$ cat src/rtl/matrix_vector_mac.sv
// matrix_vector_mac: N x N matrix times N-vector, one multiply-accumulate per clock in row-major order,
// signed/unsigned operands, optional Y += A*V, per-row saturation with flags.
module matrix_vector_mac #(
  parameter int N = 4,
  parameter int ELEM_WIDTH = 4,
  parameter int OUT_WIDTH = 12
) (
  input  logic                         clk,
  input  logic                         reset,
  input  logic                         start,
  input  logic                         signed_mode,
  input  logic                         acc_mode,
  input  logic [N*N*ELEM_WIDTH-1:0]    A,
  input  logic [N*ELEM_WIDTH-1:0]      V,
  output logic [N*OUT_WIDTH-1:0]       Y,
  output logic [N-1:0]                 sat,
  output logic                         busy,
  output logic                         done
);
  localparam int EW = ELEM_WIDTH;
  localparam int OW = OUT_WIDTH;
  localparam int CW = $clog2(N);
  localparam int PW = 2 * EW + 2;
  // Wide enough for a full row sum plus an accumulated previous Y row, so it never wraps.
  localparam int AW = 2 * EW + CW + 2 + OW + 1;
  localparam logic [CW-1:0] LAST = CW'(N - 1);
  localparam logic signed [AW-1:0] UMAX = {{(AW-OW){1'b0}}, {OW{1'b1}}};
  localparam logic signed [AW-1:0] SMAX = {{(AW-OW+1){1'b0}}, {(OW-1){1'b1}}};
  localparam logic signed [AW-1:0] SMIN = {{(AW-OW+1){1'b1}}, {(OW-1){1'b0}}};

  typedef enum logic {IDLE, RUN} state_t;
  state_t state_q, state_d;
  logic accept, run, last;

  logic [N*N*EW-1:0] a_q, a_d;
  logic [N*EW-1:0] v_q, v_d;
  logic sm_q, sm_d, am_q, am_d;
  logic [CW-1:0] r_q, r_d, c_q, c_d;
  logic signed [AW-1:0] acc_q, acc_d;
  logic [N*OW-1:0] ysh_q, ysh_d, y_q, y_d;
  logic [N-1:0] ssh_q, ssh_d, sat_q, sat_d;
  logic done_q, done_d;

  logic [EW-1:0] a_e, v_e;
  logic signed [EW:0] a_x, v_x;
  logic signed [PW-1:0] prod;
  logic [OW-1:0] y_row, res;
  logic signed [AW-1:0] base, sum, hi, lo;
  logic clamp_hi, clamp_lo;

  always_ff @(posedge clk)
    if (reset) state_q <= IDLE;
    else state_q <= state_d;

  always_comb
    state_d = (state_q == IDLE) ? (start ? RUN : IDLE) : (last ? IDLE : RUN);

  always_comb begin
    run = state_q == RUN;
    busy = run;
    accept = (state_q == IDLE) && start;
    last = (r_q == LAST) && (c_q == LAST);
  end

  always_comb begin
    a_e = a_q[(int'(r_q) * N + int'(c_q)) * EW +: EW];
    v_e = v_q[int'(c_q) * EW +: EW];
    a_x = {sm_q & a_e[EW-1], a_e};
    v_x = {sm_q & v_e[EW-1], v_e};
    prod = a_x * v_x;
    y_row = y_q[int'(r_q) * OW +: OW];
    base = (c_q != '0) ? acc_q : am_q ? {{(AW-OW){sm_q & y_row[OW-1]}}, y_row} : '0;
    sum = base + {{(AW-PW){prod[PW-1]}}, prod};
    hi = sm_q ? SMAX : UMAX;
    lo = sm_q ? SMIN : '0;
    clamp_hi = sum > hi;
    clamp_lo = sum < lo;
    res = clamp_hi ? hi[OW-1:0] : clamp_lo ? lo[OW-1:0] : sum[OW-1:0];
  end

  always_comb begin
    a_d = accept ? A : a_q;
    v_d = accept ? V : v_q;
    sm_d = accept ? signed_mode : sm_q;
    am_d = accept ? acc_mode : am_q;
    c_d = accept || (run && c_q == LAST) ? '0 : run ? c_q + 1'b1 : c_q;
    r_d = accept || (run && last) ? '0 : (run && c_q == LAST) ? r_q + 1'b1 : r_q;
    acc_d = run ? sum : acc_q;
    ysh_d = ysh_q;
    ssh_d = ssh_q;
    if (run && c_q == LAST) begin
      ysh_d[int'(r_q) * OW +: OW] = res;
      ssh_d[r_q] = clamp_hi | clamp_lo;
    end
    // Publish whole result only at completion so Y never shows a partial update.
    y_d = (run && last) ? ysh_d : y_q;
    sat_d = (run && last) ? ssh_d : sat_q;
    done_d = run && last;
  end

  always_ff @(posedge clk)
    if (reset) begin
      a_q <= '0;
      v_q <= '0;
      sm_q <= 1'b0;
      am_q <= 1'b0;
      r_q <= '0;
      c_q <= '0;
      acc_q <= '0;
      ysh_q <= '0;
      ssh_q <= '0;
      y_q <= '0;
      sat_q <= '0;
      done_q <= 1'b0;
    end else begin
      a_q <= a_d;
      v_q <= v_d;
      sm_q <= sm_d;
      am_q <= am_d;
      r_q <= r_d;
      c_q <= c_d;
      acc_q <= acc_d;
      ysh_q <= ysh_d;
      ssh_q <= ssh_d;
      y_q <= y_d;
      sat_q <= sat_d;
      done_q <= done_d;
    end

  assign Y = y_q;
  assign sat = sat_q;
  assign done = done_q;
endmodule

$ cat config.mk
export PLATFORM = sky130hd
export DESIGN_NAME = matrix_vector_mac
export DESIGN_NICKNAME = d
export VERILOG_FILES = /design/src/rtl/matrix_vector_mac.sv
export SDC_FILE = /design/constraint.sdc
export NUM_CORES = 1
export LEC_CHECK = 0
export CAP_MARGIN = 40
export CORE_ASPECT_RATIO = 0.5
export CORE_MARGIN = 5
export CORE_UTILIZATION = 61
export DETAILED_ROUTE_END_ITERATION = 8
export HOLD_SLACK_MARGIN = 0.06
export PLACE_DENSITY = 0.82
export SLEW_MARGIN = 0
export SYNTH_ARGS = -nofsm -noshare
export SYNTH_HDL_FRONTEND = slang
export SYNTH_SLANG_ARGS = --single-unit
$ cat constraint.sdc
create_clock -name clk -period 26.3 [get_ports clk]
set_input_delay 3.945 -clock clk [delete_from_list [all_inputs] [get_ports clk]]
set_output_delay 3.945 -clock clk [all_outputs]
set_load 0.05 [all_outputs]
==> impl_metrics.yaml <==
outcome:
  status: "finished clean"
sta:
  tightestPinTransition_ps: 885.3
  period_needed_ps: 10640
  setup_violations: 0
  hold_viol: 0
  grt_setup_unrepaired: "false"
  max_freq_mhz: 94.00
  setup_tns_ps: 0
  setup_ws_ps: 15660
  slew_headroom: 0.4082
  maxSlewViolCount: 0
  min_period_over_period: 0.4045
  hold_slack_ps: 454.8
  fin_skew_ps: 9.727
power:
  p_clk_frac: 0.428
  power_density_nw_per_um2: 52.29
  seq_power_share: 0.442
  combPwrFrac: 0.130
  vdd_drop_max_mv: 0.05016
  swShare: 0.2574
  switchingPower_uw: 188.2
  intPower_uw: 543.2
  p_leak_uw: 0.005326
place:
  placed_cells: 1723
  port_buffers: 138
  dp_slack_ps: 15800
  gpl.final_weighted_congestion: 0.9698
  place_area_um2: 13290
  dp_hpwl_um: 25010
final_layout:
  design_area_um2: 13990
  drive_gt1_frac: 0.07651
  fill_cells: 1435
  fin_nets: 1641
  num_antenna_cells: 0
  area_delta_synth_final_pct: 18.34
  fin_cells: 1756
synth:
  synth_nets: 1567
  ys_seq_area_frac: 0.3455
  synth_edf_count: 0
  avgSynthCellArea_um2: 8.419
  synthArstFlopShare: 0
  syn_inst: 1404
  synth-main-ff-cell: "dfxtp_1"
  ys_warn_count: 0
  ys_seq_elements: 204
  netlist_area_um2: 11820
  ys_types: 75
floorplan:
  core_area_um2: 19230
  core.rowCount: 36
  die-area_um2: 22430
  fp.dieH_um: 108.4
  ios: 139
  initial_core_util: 0.6146
  die_x_um: 206.9
clocking:
  cts_max_level: 1
  cts_tree: "built"
  clock_latency_ps: 500
  ctsHoldBuffers: 0
  ctsLongestPathBuffers: 3
  clk_pin_slew_ps: 70
  root_buffer: "clkbuf_16"
  post_cts_buffers: 0
  clock_sinks: 204
  cts_made_buffers: 19
  cts_resized: 0
setup_path:
  reg2reg_slack_ps: 15660
  crit_path_end_kind: "flop"
  r2r_end: "sat[0]"
  cp-startpoint: "c_q[0]"
  cp.arrival_ps: 11030
  worstPathMaxFanout: 30
  r2r_cells: 31
  cpPeakStageDelay_ps: 610
  cp.required_ps: 26690
  cpMostUsedCell: "fa_1"
  worst_path_max_delay_cell: "nand2_1"
  crit_type: "reg2reg"
  startpoint_type: "flop"
  timing.rr.start: "c_q[0]"
detailed_routing:
  drt-total-wl_um: 34570
  dr.pass1.iters: 6
  drcViolationCount: 0
  via_per_inst: 6.227
  drtIter0Drc: 1211
  wire_per_inst_um: 19.69
  vias: 10930
  drtAntennaViolNets: 0
flow_run:
  cap_violations: 0
min_path:
  worstHoldStart: "a_q[42]"
  hold_path.class: "reg2reg"
  min_path_cells: 2
  hold_path_end: "a_q[42]"
grt:
  grt_pass1_wl_um: 55550
  grt_pass1_vias: 10680
  grtUsageTotal: 0.3052
  antenna_found_initial: 1
  grt_max_degree: 88
  grt_overflow: 0
==> area by class of cell <==
| type | count | area (um2) | area share |
|---|---|---|---|
| inverter | 66 | 247.7 | 0.01771 |
| timing repair buffer | 155 | 1524 | 0.1089 |
| sequential | 204 | 4086 | 0.2921 |
| clock inverter | 11 | 190.2 | 0.01360 |
| multi-input combinational | 1032 | 7101 | 0.5076 |
| clock buffer | 22 | 506.7 | 0.03623 |
| tap | 266 | 332.8 | 0.02379 |
==> worst max-delay path, delay by kind of cell, from the launching register on <==
family          cells  cell delay, ps
xor+xnor            3             480
mux                 3            1450
simple gates        3            1060
fa+ha+maj           6            2770
buf+inv             4            1200
compound gates     12            2950
flops               1             550
==> layer usage <==
layer | track usage | share of wire | up-vias
met5 | 0 | 0.00032 | -
met4 | 0.08671 | 0.029 | 2
met3 | 0.05933 | 0.090 | 86
met1 | 0.4227 | 0.43 | 5197
met2 | 0.4916 | 0.45 | 521
li1 | - | - | 5128
==> flip-flops by register name (all words and copies together), names as in the netlist <==
name	count
ysh_q	36
acc_q	25
Y	48
done	1
r_q	2
sm_q	1
sat	4
c_q	2
ssh_q	3
busy	1
a_q	64
am_q	1
v_q	16
==> layout by cell type (no fill, tap or decap), types with 14 or more instances in the layout <==
cell	instances
nand2_1	216
dfxtp_1	202
a21oi_1	137
clkdlybuf4s50_1	137
nor2_1	130
inv_1	64
ha_1	62
o21ai_0	60
a211oi_1	44
mux4_2	35
a22oi_1	30
nand3_1	25
mux2i_1	24
xnor2_1	21
and2_1	20
clkbuf_16	19
o22ai_1	16
fa_1	16
nor3_1	14
buf_4	14
==> power groups by stage <==
stage	clock (uW)	combinational, uW	sequential [uW]
3_5_place_dp	0	92.8	330
4_1_cts	313	93.5	323
5_1_grt	328	103	324
3_3_place_gp	0	90.0	329
6_report	313	95.2	323
2_1_floorplan	0	63.6	328
==> synthesized netlist by cell type (all sizes together) (6+ instances only) <==
| library cell | instances | area share |
|---|---|---|
| buf | 25 | 0.010 |
| a211oi | 46 | 0.030 |
| a31oi | 8 | 0.0055 |
| o211ai | 13 | 0.0083 |
| fa | 16 | 0.027 |
| nand3 | 25 | 0.011 |
| o21ai | 66 | 0.028 |
| ha | 62 | 0.066 |
| xnor2 | 21 | 0.016 |
| xor2 | 11 | 0.0082 |
| a22oi | 31 | 0.020 |
| nand2 | 216 | 0.069 |
| nor3 | 14 | 0.0059 |
| and2 | 20 | 0.011 |
| nand4 | 8 | 0.0042 |
| clkbuf | 77 | 0.024 |
| o21a | 10 | 0.0064 |
| a22o | 6 | 0.0044 |
| nor2 | 130 | 0.041 |
| o22ai | 16 | 0.0085 |
| mux4 | 35 | 0.067 |
| nor2b | 9 | 0.0048 |
| a21o | 11 | 0.0070 |
| dfxtp | 204 | 0.35 |
| o21bai | 6 | 0.0038 |
| and3 | 11 | 0.0058 |
| mux2 | 6 | 0.0057 |
| inv | 65 | 0.021 |
| mux2i | 26 | 0.024 |
| a21oi | 137 | 0.058 |
==> kinds of logic (layout without fill, tap and decap cells) <==
logic type	count (synthesis)	after routing	synth area share
AO/OA/AOI/OAI	394	394	0.2173
adder cells (fa/ha/maj)	78	78	0.09273
multiplexers	67	67	0.09654
AND/OR/NAND/NOR	461	461	0.1684
XOR/XNOR	32	32	0.02371
flip-flops	204	204	0.3455
buffers and inverters	168	254	0.05578
==> stage by stage <==
step | power [uW] | utilization
2_1_floorplan | 391.4 | -
3_3_place_gp | 419.5 | 0.6888
3_5_place_dp | 422.7 | 0.6911
4_1_cts | 729.4 | 0.7273
5_1_grt | 755.6 | 0.7273
6_report | 731.4 | 0.7273
==> how the worst max path moves through the flow <==
stage / cells past startpoint / slack (ps) / to
2_1_floorplan: 35 / 16450 / Y[32]
3_3_place_gp: 31 / 16090 / sat[0]
3_5_place_dp: 31 / 15800 / sat[0]
4_1_cts: 31 / 15700 / sat[0]
5_1_grt: 32 / 15080 / Y[16]
6_report: 31 / 15660 / sat[0]
No activity file was read; power rests on OpenSTA's default activity.
